--- config.mk ---
export PLATFORM = sky130hd
export DESIGN_NAME = collision_arbiter_flat
export DESIGN_NICKNAME = d
export VERILOG_FILES = /design/src/rtl/collision_arbiter_pkg.sv /design/src/rtl/collision_arbiter_if.sv /design/src/rtl/collision_arbiter_event_fifo.sv /design/src/rtl/collision_arbiter.sv /design/src/flat_wrapper.sv
export SDC_FILE = /design/constraint.sdc
export NUM_CORES = 1
export LEC_CHECK = 0
export ABC_CLOCK_PERIOD_IN_PS = 2500
export BUFFER_PORTS_ARGS = -buffer_cell sky130_fd_sc_hd__buf_2
export CORE_ASPECT_RATIO = 0.75
export CORE_MARGIN = 3
export CORE_UTILIZATION = 55
export CTS_BUF_LIST = sky130_fd_sc_hd__clkbuf_2
export DETAILED_ROUTE_END_ITERATION = 10
export PLACE_DENSITY = 0.85
export SETUP_SLACK_MARGIN = 0.2
export SYNTH_ARGS = -nofsm -noshare
export SYNTH_HDL_FRONTEND = slang
export SYNTH_SLANG_ARGS = --single-unit
export TNS_END_PERCENT = 100
--- constraint.sdc ---
create_clock -name clk -period 2.5 [get_ports clk]
set_clock_uncertainty 0.2 [all_clocks]
set_input_delay 0 -clock clk [delete_from_list [all_inputs] [get_ports clk]]
set_output_delay 0 -clock clk [all_outputs]
set_load 0.1 [all_outputs]
--- src/rtl/collision_arbiter_pkg.sv ---
// Shared constants and helpers for the player/object collision arbiter.
// Object layer indices, default layer count and id-width sizing.
package collision_pkg;

    localparam int OBJ_BRACKET = 0;
    localparam int OBJ_NUMBER  = 1;
    localparam int OBJ_ROPE    = 2;
    localparam int OBJ_ENEMY   = 3;

    localparam int NUM_OBJ_DEFAULT = 4;
    localparam int CNT_W           = 8;

    // A single layer still needs a one-bit id on the event bus.
    function automatic int id_width(input int n);
        return (n <= 1) ? 1 : $clog2(n);
    endfunction

endpackage

--- src/rtl/collision_arbiter_if.sv ---
// Hit-event handshake between the arbiter and downstream scoring.
// master drives valid/id, slave drives ready.
interface collision_arbiter_if #(
    parameter int IDW = 2
);

    logic           event_valid;
    logic [IDW-1:0] event_id;
    logic           event_ready;

    modport master (
        output event_valid,
        output event_id,
        input  event_ready
    );

    modport slave (
        input  event_valid,
        input  event_id,
        output event_ready
    );

endinterface

--- src/rtl/collision_arbiter_event_fifo.sv ---
// Small synchronous FIFO for serialised hit events.
// A full FIFO accepts a push when it is popped in the same cycle.
module event_fifo #(
    parameter int WIDTH = 2,
    parameter int DEPTH = 4
) (
    input  logic             clk,
    input  logic             resetN,
    input  logic             push,
    input  logic             pop,
    input  logic [WIDTH-1:0] din,
    output logic             full,
    output logic             empty,
    output logic [WIDTH-1:0] dout
);

    localparam int AW = $clog2(DEPTH);

    logic [WIDTH-1:0] mem [DEPTH];
    logic [AW:0]      wr_ptr;
    logic [AW:0]      rd_ptr;
    logic             do_push;
    logic             do_pop;

    // Extra pointer bit separates full from empty.
    assign empty   = (wr_ptr == rd_ptr);
    assign full    = (wr_ptr[AW] != rd_ptr[AW]) &&
                     (wr_ptr[AW-1:0] == rd_ptr[AW-1:0]);
    assign do_pop  = pop && !empty;
    assign do_push = push && (!full || do_pop);
    assign dout    = empty ? '0 : mem[rd_ptr[AW-1:0]];

    always_ff @(posedge clk or negedge resetN) begin
        if (!resetN) begin
            wr_ptr <= '0;
            rd_ptr <= '0;
        end else begin
            if (do_push) wr_ptr <= wr_ptr + 1'b1;
            if (do_pop)  rd_ptr <= rd_ptr + 1'b1;
        end
    end

    always_ff @(posedge clk) begin
        if (do_push) mem[wr_ptr[AW-1:0]] <= din;
    end

endmodule

--- src/rtl/collision_arbiter.sv ---
// Per-pixel player/object collision detection with per-frame debounced
// hit pulses and a serialised hit-event queue for scoring.
module collision_arbiter
    import collision_pkg::*;
#(
    parameter int NUM_OBJ     = NUM_OBJ_DEFAULT,
    parameter int MIN_OVERLAP = 4,
    parameter int FIFO_DEPTH  = 4
) (
    input  logic               clk,
    input  logic               resetN,
    input  logic               startOfFrame,
    input  logic               drawing_request_player,
    input  logic [NUM_OBJ-1:0] drawing_request_obj,
    input  logic [NUM_OBJ-1:0] event_mask,
    output logic               collision,
    output logic [NUM_OBJ-1:0] obj_collision,
    output logic [NUM_OBJ-1:0] hit_pulse,
    output logic [NUM_OBJ-1:0] frame_hits,
    output logic               event_overflow,
    collision_arbiter_if.master ev
);

    localparam int IDW = id_width(NUM_OBJ);
    localparam logic [CNT_W-1:0] CNT_LAST = CNT_W'(MIN_OVERLAP - 1);

    logic [CNT_W-1:0]   cnt [NUM_OBJ];
    logic [NUM_OBJ-1:0] flag;
    logic [NUM_OBJ-1:0] hit_now;

    logic [NUM_OBJ-1:0] pend;
    logic [NUM_OBJ-1:0] pend_next;
    logic [NUM_OBJ-1:0] set_vec;
    logic [NUM_OBJ-1:0] drop_vec;
    logic [NUM_OBJ-1:0] low_vec;
    logic [NUM_OBJ-1:0] clr_vec;
    logic [IDW-1:0]     push_idx;
    logic               push_any;

    logic               fifo_full;
    logic               fifo_empty;
    logic               fifo_pop;
    logic [IDW-1:0]     fifo_head;

    assign obj_collision = drawing_request_obj &
                           {NUM_OBJ{drawing_request_player}};
    assign collision     = |obj_collision;

    // Threshold pixel: this overlap completes MIN_OVERLAP for the frame.
    always_comb begin
        hit_now = '0;
        for (int i = 0; i < NUM_OBJ; i++) begin
            hit_now[i] = !startOfFrame && obj_collision[i] &&
                         !flag[i] && (cnt[i] == CNT_LAST);
        end
    end

    always_ff @(posedge clk or negedge resetN) begin
        if (!resetN) begin
            for (int i = 0; i < NUM_OBJ; i++) cnt[i] <= '0;
            flag       <= '0;
            hit_pulse  <= '0;
            frame_hits <= '0;
        end else if (startOfFrame) begin
            for (int i = 0; i < NUM_OBJ; i++) cnt[i] <= '0;
            flag       <= '0;
            hit_pulse  <= '0;
            frame_hits <= flag;
        end else begin
            for (int i = 0; i < NUM_OBJ; i++) begin
                if (obj_collision[i] && !flag[i]) begin
                    cnt[i] <= cnt[i] + 1'b1;
                end
            end
            flag      <= flag | hit_now;
            hit_pulse <= hit_now;
        end
    end

    assign fifo_pop = ev.event_valid && ev.event_ready;

    // Lowest pending index wins the single push slot each cycle.
    always_comb begin
        set_vec  = hit_pulse & event_mask;
        drop_vec = set_vec & pend;
        low_vec  = pend & (~pend + NUM_OBJ'(1));
        push_any = (|pend) && (!fifo_full || fifo_pop);
        clr_vec  = push_any ? low_vec : '0;
        push_idx = '0;
        for (int i = 0; i < NUM_OBJ; i++) begin
            if (low_vec[i]) push_idx = push_idx | IDW'(i);
        end
        pend_next = (pend & ~clr_vec) | (set_vec & ~pend);
    end

    always_ff @(posedge clk or negedge resetN) begin
        if (!resetN) begin
            pend           <= '0;
            event_overflow <= 1'b0;
        end else begin
            pend <= pend_next;
            if (|drop_vec) event_overflow <= 1'b1;
        end
    end

    event_fifo #(
        .WIDTH (IDW),
        .DEPTH (FIFO_DEPTH)
    ) u_fifo (
        .clk    (clk),
        .resetN (resetN),
        .push   (push_any),
        .pop    (fifo_pop),
        .din    (push_idx),
        .full   (fifo_full),
        .empty  (fifo_empty),
        .dout   (fifo_head)
    );

    assign ev.event_valid = !fifo_empty;
    assign ev.event_id    = fifo_head;

endmodule

--- src/flat_wrapper.sv ---
// flat-port wrapper written by rule: the top's interface ports become plain ports
module collision_arbiter_flat import collision_pkg::*;
#(
    parameter int NUM_OBJ     = NUM_OBJ_DEFAULT,
    parameter int MIN_OVERLAP = 4,
    parameter int FIFO_DEPTH  = 4
)
  (clk, resetN, startOfFrame, drawing_request_player, drawing_request_obj, event_mask, collision, obj_collision, hit_pulse, frame_hits, event_overflow, ev_event_valid, ev_event_id, ev_event_ready);
  collision_arbiter_if ev_i ();
  input  logic clk;
  input  logic resetN;
  input  logic startOfFrame;
  input  logic drawing_request_player;
  input  logic [NUM_OBJ-1:0] drawing_request_obj;
  input  logic [NUM_OBJ-1:0] event_mask;
  output logic collision;
  output logic [NUM_OBJ-1:0] obj_collision;
  output logic [NUM_OBJ-1:0] hit_pulse;
  output logic [NUM_OBJ-1:0] frame_hits;
  output logic event_overflow;
  output wire logic [$bits(ev_i.event_valid)-1:0] ev_event_valid;
  output wire logic [$bits(ev_i.event_id)-1:0] ev_event_id;
  input wire logic [$bits(ev_i.event_ready)-1:0] ev_event_ready;
  assign ev_event_valid = ev_i.event_valid;
  assign ev_event_id = ev_i.event_id;
  assign ev_i.event_ready = ev_event_ready;
  collision_arbiter #(.NUM_OBJ(NUM_OBJ), .MIN_OVERLAP(MIN_OVERLAP), .FIFO_DEPTH(FIFO_DEPTH)) u_core (.clk(clk), .resetN(resetN), .startOfFrame(startOfFrame), .drawing_request_player(drawing_request_player), .drawing_request_obj(drawing_request_obj), .event_mask(event_mask), .collision(collision), .obj_collision(obj_collision), .hit_pulse(hit_pulse), .frame_hits(frame_hits), .event_overflow(event_overflow), .ev(ev_i));
endmodule
==> key figures, run 1 <==
Logic synthesis
  – Async S/R FF share, synth: 87.30%
  – Flop and latch count out of synthesis: 63
  – Post-synthesis cell area: 3103 µm²
  – Syn avg cell area: 11.16 µm²
  – Most used DFF post-synth: dfrtp_1
  – Synth Net Count: 300
  – Yosys cell types: 43
  – Seq/Total Area, Yosys: 52.10%
  – Synth warnings: 0
  – EDFF count, synth: 8
  – Cells after synthesis: 278

Critical path
  – Reg2Reg Depth: 5
  – R2R Path Start: u_core.cnt[24]
  – Worst Setup SP: u_core.cnt[24]
  – R2R setup slack: 0.33 ns
  – WP buf/inv: 1
  – Worst path max stage delay: 0.61 ns
  – Reg-to-Reg End: u_core.cnt[30]
  – Max Fanout on Critical Path: 3
  – Crit-path leading delay family: buffers and inverters
  – Critical path, cell by cell: ha_1 -> nand4b_1 -> dlygate4sd3_1 -> or3_1 -> a21oi_1
  – Crit end category: flop
  – CP arrival: 2.38 ns
  – Setup CP Type: flop to flop
  – CP startpoint kind: flop
  – Worst Path Required: 2.72 ns
  – Slowest CP cell: dlygate4sd3_1

Finish
  – Non-filler cells, final: 406
  – Nets: 348
  – Fillers: 400
  – Layout area overhead: 19.35%
  – Layout Utilization: 68.46%
  – Ant diodes: 0
  – Share of cells above drive strength 1: 20.24%

Hold path
  – Hold_sp: event_mask[0]
  – Worst hold path type: input port to flop
  – Sink of the worst hold path: u_core.pend[0]
  – Hold Crit Depth: 4

Floorplanning
  – Starting density of the core: 57.35%
  – Die area: 6588 µm²
  – Num rows: 23
  – Num ports: 30
  – Placeable Area: 5410 µm²
  – Die X: 92.73 µm
  – Die H: 71.05 µm

Clock tree
  – Longest Clk Path Bufs: 2
  – Clock root buffer: clkbuf_2
  – Post-CTS Repair Setup Buffers: 0
  – H-tree level count: 3
  – Clock sinks: 63
  – CTS tree: yes
  – Clock buffer count from CTS: 9
  – Clk pin slew, worst setup/hold paths: 0.18 ns
  – Skew-Pair Late Insertion Delay: 0.52 ns

STA
  – Min Tclk post-route: 2.166 ns
  – Worst rel slew slack: 44.51%
  – Final slew viol count: 0
  – Worst slew pin tran: 0.8324 ns
  – RSZ-0062 raised after global routing: no
  – Setup violators final: 0
  – Achievable frequency: 0.4617 GHz
  – Tcrit/Tclk final: 86.63%
  – Final Hold Fails: 0
  – Setup TNS: 0 ns

Global route
  – Initial antenna violation count: 0
  – First-pass GRT wire length: 10.87 mm
  – Gr ovfl total: 0
  – Vias in the first global route: 2,357
  – Total global-route track usage: 21.14%
  – Largest net degree at the start of global routing: 56

Placed design
  – Port-buffer cells: 29
  – HPWL after DPL: 4.117 mm
  – Placed insts: 373
  – Routability cong.: 0.8285

Drt
  – Total number of vias: 2,313
  – DR WL/cell: 15.75 µm
  – Routed Wire Length: 6.393 mm
  – Remaining DRCs: 0
  – DRT iter0 DRCs: 126
  – Iteration count of the initial detailed-routing pass: 4
  – Post-route ant nets: 0
  – Vias per inst: 5.697

Status
  – Outcome: finished, final reports clean

Job
  – Max-cap violations: 0

Power and ir drop
  – Leak: 1.728 nW
  – Total power: 3.025 mW
  – VDD IR-drop max: 0.4608 mV
  – Pwr/cell area: 816.7 nW/µm²
[how the worst max path moves through the flow]
stage / to / slack (ns) / depth (start not counted)
after floorplan: ev_event_id[0] / 0.07 / 3
after global placement: u_core.u_fifo.wr_ptr[1] / 0.58 / 3
after detailed placement: u_core.u_fifo.mem[3][0] / 0.55 / 3
after CTS: ev_event_id[0] / 0.23 / 4
after global routing: ev_event_id[0] / 0.24 / 4
final: u_core.cnt[30] / 0.33 / 5
[tightest hold or removal path, cell delays in order]
cell,delay [ns]
dlygate4sd3_1,0.52
buf_2,0.11
nand3_1,0.07
o21ai_0,0.09
[stage by stage]
| step | setup WS [ns] | hold WS, ns | cell area [µm²] |
|---|---|---|---|
| floorplan | 0.06618 | -0.4956 | 3103 |
| global placement | 0.5835 | -0.1819 | 3314 |
| detailed placement | 0.5537 | -0.1789 | 3314 |
| CTS | 0.2293 | 0.07330 | 3682 |
| global route | 0.2384 | 0.09259 | 3704 |
| finish | 0.3343 | 0.1277 | 3704 |
[metal layers]
metal  vias up  share of wire, %  global-route usage, %
li1       1121                 -                      -
met1      1125                44                  25.65
met2        52                49                  34.41
met3        15               4.9                  7.439
met4         0               2.0                  9.431
met5         -                 0                      0
[synthesized netlist by cell type (all sizes together), types with 5 or more instances]
library cell	count	area (µm²)
inv	9	33.78
nor2b	11	68.82
a21oi	15	75.07
or4	12	93.84
nor3	5	25.02
xnor2	7	61.31
ha	9	112.6
or3	5	31.28
mux2	13	146.4
nand3	13	65.06
o21ai	5	25.02
and3	6	37.54
nor2	26	97.59
nand2	6	22.52
buf	6	32.53
o31ai	9	67.56
xor2	8	70.07
dfrtp	55	1376
edfxtp	8	240.2
[logic make-up after synthesis]
family | after synthesis | synth area share [%]
flip-flops | 63 | 52.10
XOR/XNOR | 15 | 4.234
adder cells (fa/ha/maj) | 9 | 3.629
AO/OA/AOI/OAI | 44 | 9.153
buffers and inverters | 19 | 2.621
AND/OR/NAND/NOR | 109 | 20.56
multiplexers | 19 | 7.702
[cell usage in the layout (no fill, tap or decap), types with 2 or more instances in the layout]
master / instances
buf_2: 26
xnor2_1: 7
and4b_1: 3
nand2_1: 6
nor4_1: 4
inv_1: 9
a31oi_1: 4
o21ai_0: 5
and3_1: 6
mux2_2: 13
xor2_1: 6
nor3_1: 4
mux2i_1: 4
a21o_1: 4
edfxtp_1: 8
buf_4: 3
o31ai_1: 9
nor2_1: 26
xor2_2: 2
nor2b_1: 11
dlygate4sd3_1: 17
and4_1: 3
nand3_1: 13
nand4_1: 4
ha_1: 9
or4_1: 11
bufinv_16: 4
and2_1: 4
or3_1: 5
nand3b_2: 3
dfrtp_1: 54
mux4_1: 2
clkinv_4: 2
clkbuf_2: 9
nand4b_1: 2
a21oi_1: 15
[cell type report]
| type | instances | area [µm²] | area share, % |
|---|---|---|---|
| Inverter | 9 | 33.78 | 0.9122 |
| Sequential cell | 63 | 1618 | 43.68 |
| Timing Repair Buffer | 47 | 342.8 | 9.257 |
| Tap cell | 75 | 93.84 | 2.534 |
| Multi-Input combinational cell | 196 | 1425 | 38.48 |
| Clock inverter | 7 | 145.1 | 3.919 |
| Clock buffer | 9 | 45.04 | 1.216 |
[sequential cells by signal, summed over array words and instances, names as in the netlist]
signal                 count
u_core.frame_hits          4
u_core.cnt                32
u_core.u_fifo.wr_ptr       3
u_core.pend                4
u_core.hit_pulse           4
u_core.u_fifo.rd_ptr       3
u_core.flag                4
u_core.u_fifo.mem          8
u_core.event_overflow      1
[power by group]
part	total [mW]	internal, mW	switching, mW
combinational	0.886	0.277	0.609
sequential	1.21	1.10	0.108
clock	0.927	0.534	0.392
total	3.02	1.92	1.11
[what timing repair did]
action / 4_1_cts / 5_1_grt
resized for setup: 3 / 4
setup endpoints to repair: 3 / 3
hold buffers: 17 / 0
endpoints found under the hold margin: 113 / 0
Note: power is estimated with default switching activity, not from simulation.
==> inputs of run 2 (changes only) <==
--- a/config.mk
+++ b/config.mk
@@ -9,3 +9,3 @@
 export BUFFER_PORTS_ARGS = -buffer_cell sky130_fd_sc_hd__buf_2
-export CORE_ASPECT_RATIO = 0.75
+export CORE_ASPECT_RATIO = 1.75
 export CORE_MARGIN = 3
==> constraint.sdc (replaced) <==
create_clock -name clk -period 2.5 [get_ports clk]
set_clock_uncertainty 0.2 [all_clocks]
set_input_delay 0.25 -clock clk [delete_from_list [all_inputs] [get_ports clk]]
set_output_delay 0.25 -clock clk [all_outputs]
set_load 0.1 [all_outputs]
==> key figures, run 2 (synthesis results as in run 1) <==
Floorplanning
  – Die H: 105.4 µm (+48%)
  – Starting density of the core: 58.08% (+0.73 points)
  – Placeable Area: 5343 µm² (-1.2%)
  – Die X: 62.78 µm (-32%)
  – Num ports: 30 (unchanged)
  – Die area: 6615 µm² (+0.40%)
  – Num rows: 35 (+52%)

Critical path
  – Crit end category: output port
  – Setup CP Type: flop to output port
  – R2R Path Start: u_core.u_fifo.rd_ptr[0]
  – Critical path, cell by cell: mux4_2 -> nor2b_4 -> buf_12
  – CP startpoint kind: flop
  – Worst path max stage delay: 0.53 ns (-0.08 ns)
  – Max Fanout on Critical Path: 5 (+2)
  – CP arrival: 1.88 ns (-0.50 ns)
  – WP buf/inv: 1 (unchanged)
  – Worst Setup SP: u_core.u_fifo.rd_ptr[0]
  – Crit-path leading delay family: flip-flops
  – Worst Path Required: 2.05 ns (-0.67 ns)
  – Slowest CP cell: dfrtp_2

Clock tree
  – H-tree level count: 3 (unchanged)
  – Clock buffer count from CTS: 9 (unchanged)
  – CTS tree: yes
  – Clk pin slew, worst setup/hold paths: 0.20 ns (+0.02 ns)
  – Clock sinks: 63 (unchanged)
  – Longest Clk Path Bufs: 2 (unchanged)
  – Skew-Pair Late Insertion Delay: 0.49 ns (-0.03 ns)
  – Clock root buffer: clkbuf_2

Drt
  – Met2 Wirelength: 3.745 mm (+19%)
  – Total number of vias: 2,398 (+3.7%)
  – DR WL/cell: 16.85 µm (+7.0%)
  – DRT iter0 DRCs: 137 (+8.7%)
  – Wl on met1: 2.679 mm (-4.4%)
  – Remaining DRCs: 0 (unchanged)
  – Routed wl met3: 237 µm (-24%)
  – Routed Wire Length: 6.792 mm (+6.2%)
  – Post-route ant nets: 0 (unchanged)
  – Highest routed layer: met4
  – Vias per inst: 5.950 (+4.4%)
  – Iteration count of the initial detailed-routing pass: 4 (unchanged)

Placed design
  – Port-buffer cells: 29 (unchanged)
  – Routability cong.: 0.8235 (-0.60%)
  – HPWL after DPL: 4.284 mm (+4.1%)
  – Placed insts: 374 (+0.27%)

STA
  – RSZ-0062 raised after global routing: yes
  – Tcrit/Tclk final: 93.20% (+6.6 points)
  – Worst slew pin tran: 0.8577 ns (+0.02533 ns)
  – Worst hold margin: 0.04884 ns (-0.07882 ns)
  – Worst rel slew slack: 42.82% (-1.7 points)
  – Achievable frequency: 0.4292 GHz (-7.1%)
  – Final slew viol count: 0 (unchanged)
  – Min Tclk post-route: 2.330 ns (+0.1643 ns)
  – Setup TNS: 0 ns (unchanged)
  – Setup violators final: 0 (unchanged)
  – Final Hold Fails: 0 (unchanged)

Finish
  – Non-filler cells, final: 403 (-0.74%)
  – Share of cells above drive strength 1: 23.71% (+3.5 points)
  – Biggest register: u_core.cnt
  – Ant diodes: 0 (unchanged)
  – Commonest non-fill, non-tap cell in the layout: dfrtp_1
  – Largest register FFs: 32 (unchanged)
  – Layout area overhead: 17.86%
  – Layout Utilization: 68.45% (about the same)
  – Nets: 346 (-0.57%)
  – Most frequent cells in the layout: dfrtp_1 (52), nor2_1 (26), buf_2 (26)
  – Fillers: 418 (+4.5%)

Global route
  – Vias in the first global route: 2,365 (+0.34%)
  – Gr ovfl total: 0 (unchanged)
  – Total global-route track usage: 20.28% (-0.86 points)
  – Largest net degree at the start of global routing: 39 (-30%)
  – First-pass GRT wire length: 10.70 mm (-1.6%)
  – Initial antenna violation count: 0 (unchanged)

Power and ir drop
  – VDD IR-drop max: 0.4373 mV (-5.1%)
  – Pwr/cell area: 806.1 nW/µm² (-1.3%)
  – Leak: 1.707 nW (-1.2%)

Status
  – Outcome: finished, final reports clean

Job
  – Max-cap violations: 0 (unchanged)

Hold path
  – Worst hold path type: input port to flop
  – Hold_sp: drawing_request_obj[2]
## run 2: changes by cell type in the layout (fill, tap and decap cells not counted), sizes merged
cell | previous run | this run
bufinv | 4 | 1
clkinvlp | 1 | 0
clkbuf | 9 | 10
clkinv | 2 | 5
dlygate4sd3 | 17 | 10
buf | 30 | 35
## run 2: path summary, 6_finish.rpt
check / to / slack, ns / cells after the start
worst min register to register: u_core.frame_hits[3] / 0.33 / 1
worst max-delay path: ev_event_id[0] / 0.17 / 3
worst min-delay path: u_core.cnt[8] / 0.05 / 4
min in group asynchronous: u_core.cnt[6] / 0.18 / 2
worst max register to register: u_core.u_fifo.mem[3][0] / 0.33 / 4
max in group asynchronous: u_core.cnt[24] / 1.20 / 3
## run 2: final cells by class
cell class,count,area [µm²],share of cell area (%)
clock inverter,6,52.55,1.437
sequential,63,1620,44.30
multi-input combinational,196,1473,40.27
timing repair buffer,45,335.3,9.169
inverter,9,33.78,0.9237
tap,74,92.59,2.532
clock buffer,10,50.05,1.368
## run 2: report_power, final
part	switching, mW	leakage [nW]	internal (mW)
sequential	0.139	0.827	1.11
combinational	0.694	0.810	0.426
clock	0.358	0.0705	0.224
## run 2: tightest hold or removal path: cells and delay by family
| kind | cells | cell delay (ns) |
|---|---|---|
| simple gates | 2 | 0.22 |
| buf+inv | 1 | 0.12 |
| xor+xnor | 1 | 0.08 |
## run 2: repair_timing
item / CTS / global route
hold buffers: 11 / 0
resized for setup: 11 / 14
buffers inserted: 0 / 3
endpoints found under the hold margin: 50 / 0
cloned: 0 / 0
setup endpoints to repair: 3 / 4
pin swaps: 0 / 4
## run 2: layer usage
metal,vias up,global-route usage (%)
met5,-,0
met4,0,9.005
met3,13,3.838
met2,66,36.06
met1,1193,23.38
li1,1126,-
## run 2: through the flow
stage / instance area (µm²) / setup slack [ns] / power [mW]
after floorplan: 3107 / -0.1838 / 1.867
after global placement: 3332 / 0.5812 / 1.992
after detailed placement: 3332 / 0.4824 / 2.023
after CTS: 3573 / 0.1866 / 2.691
after global routing: 3657 / 0.08909 / 3.075
final: 3657 / 0.1700 / 2.948
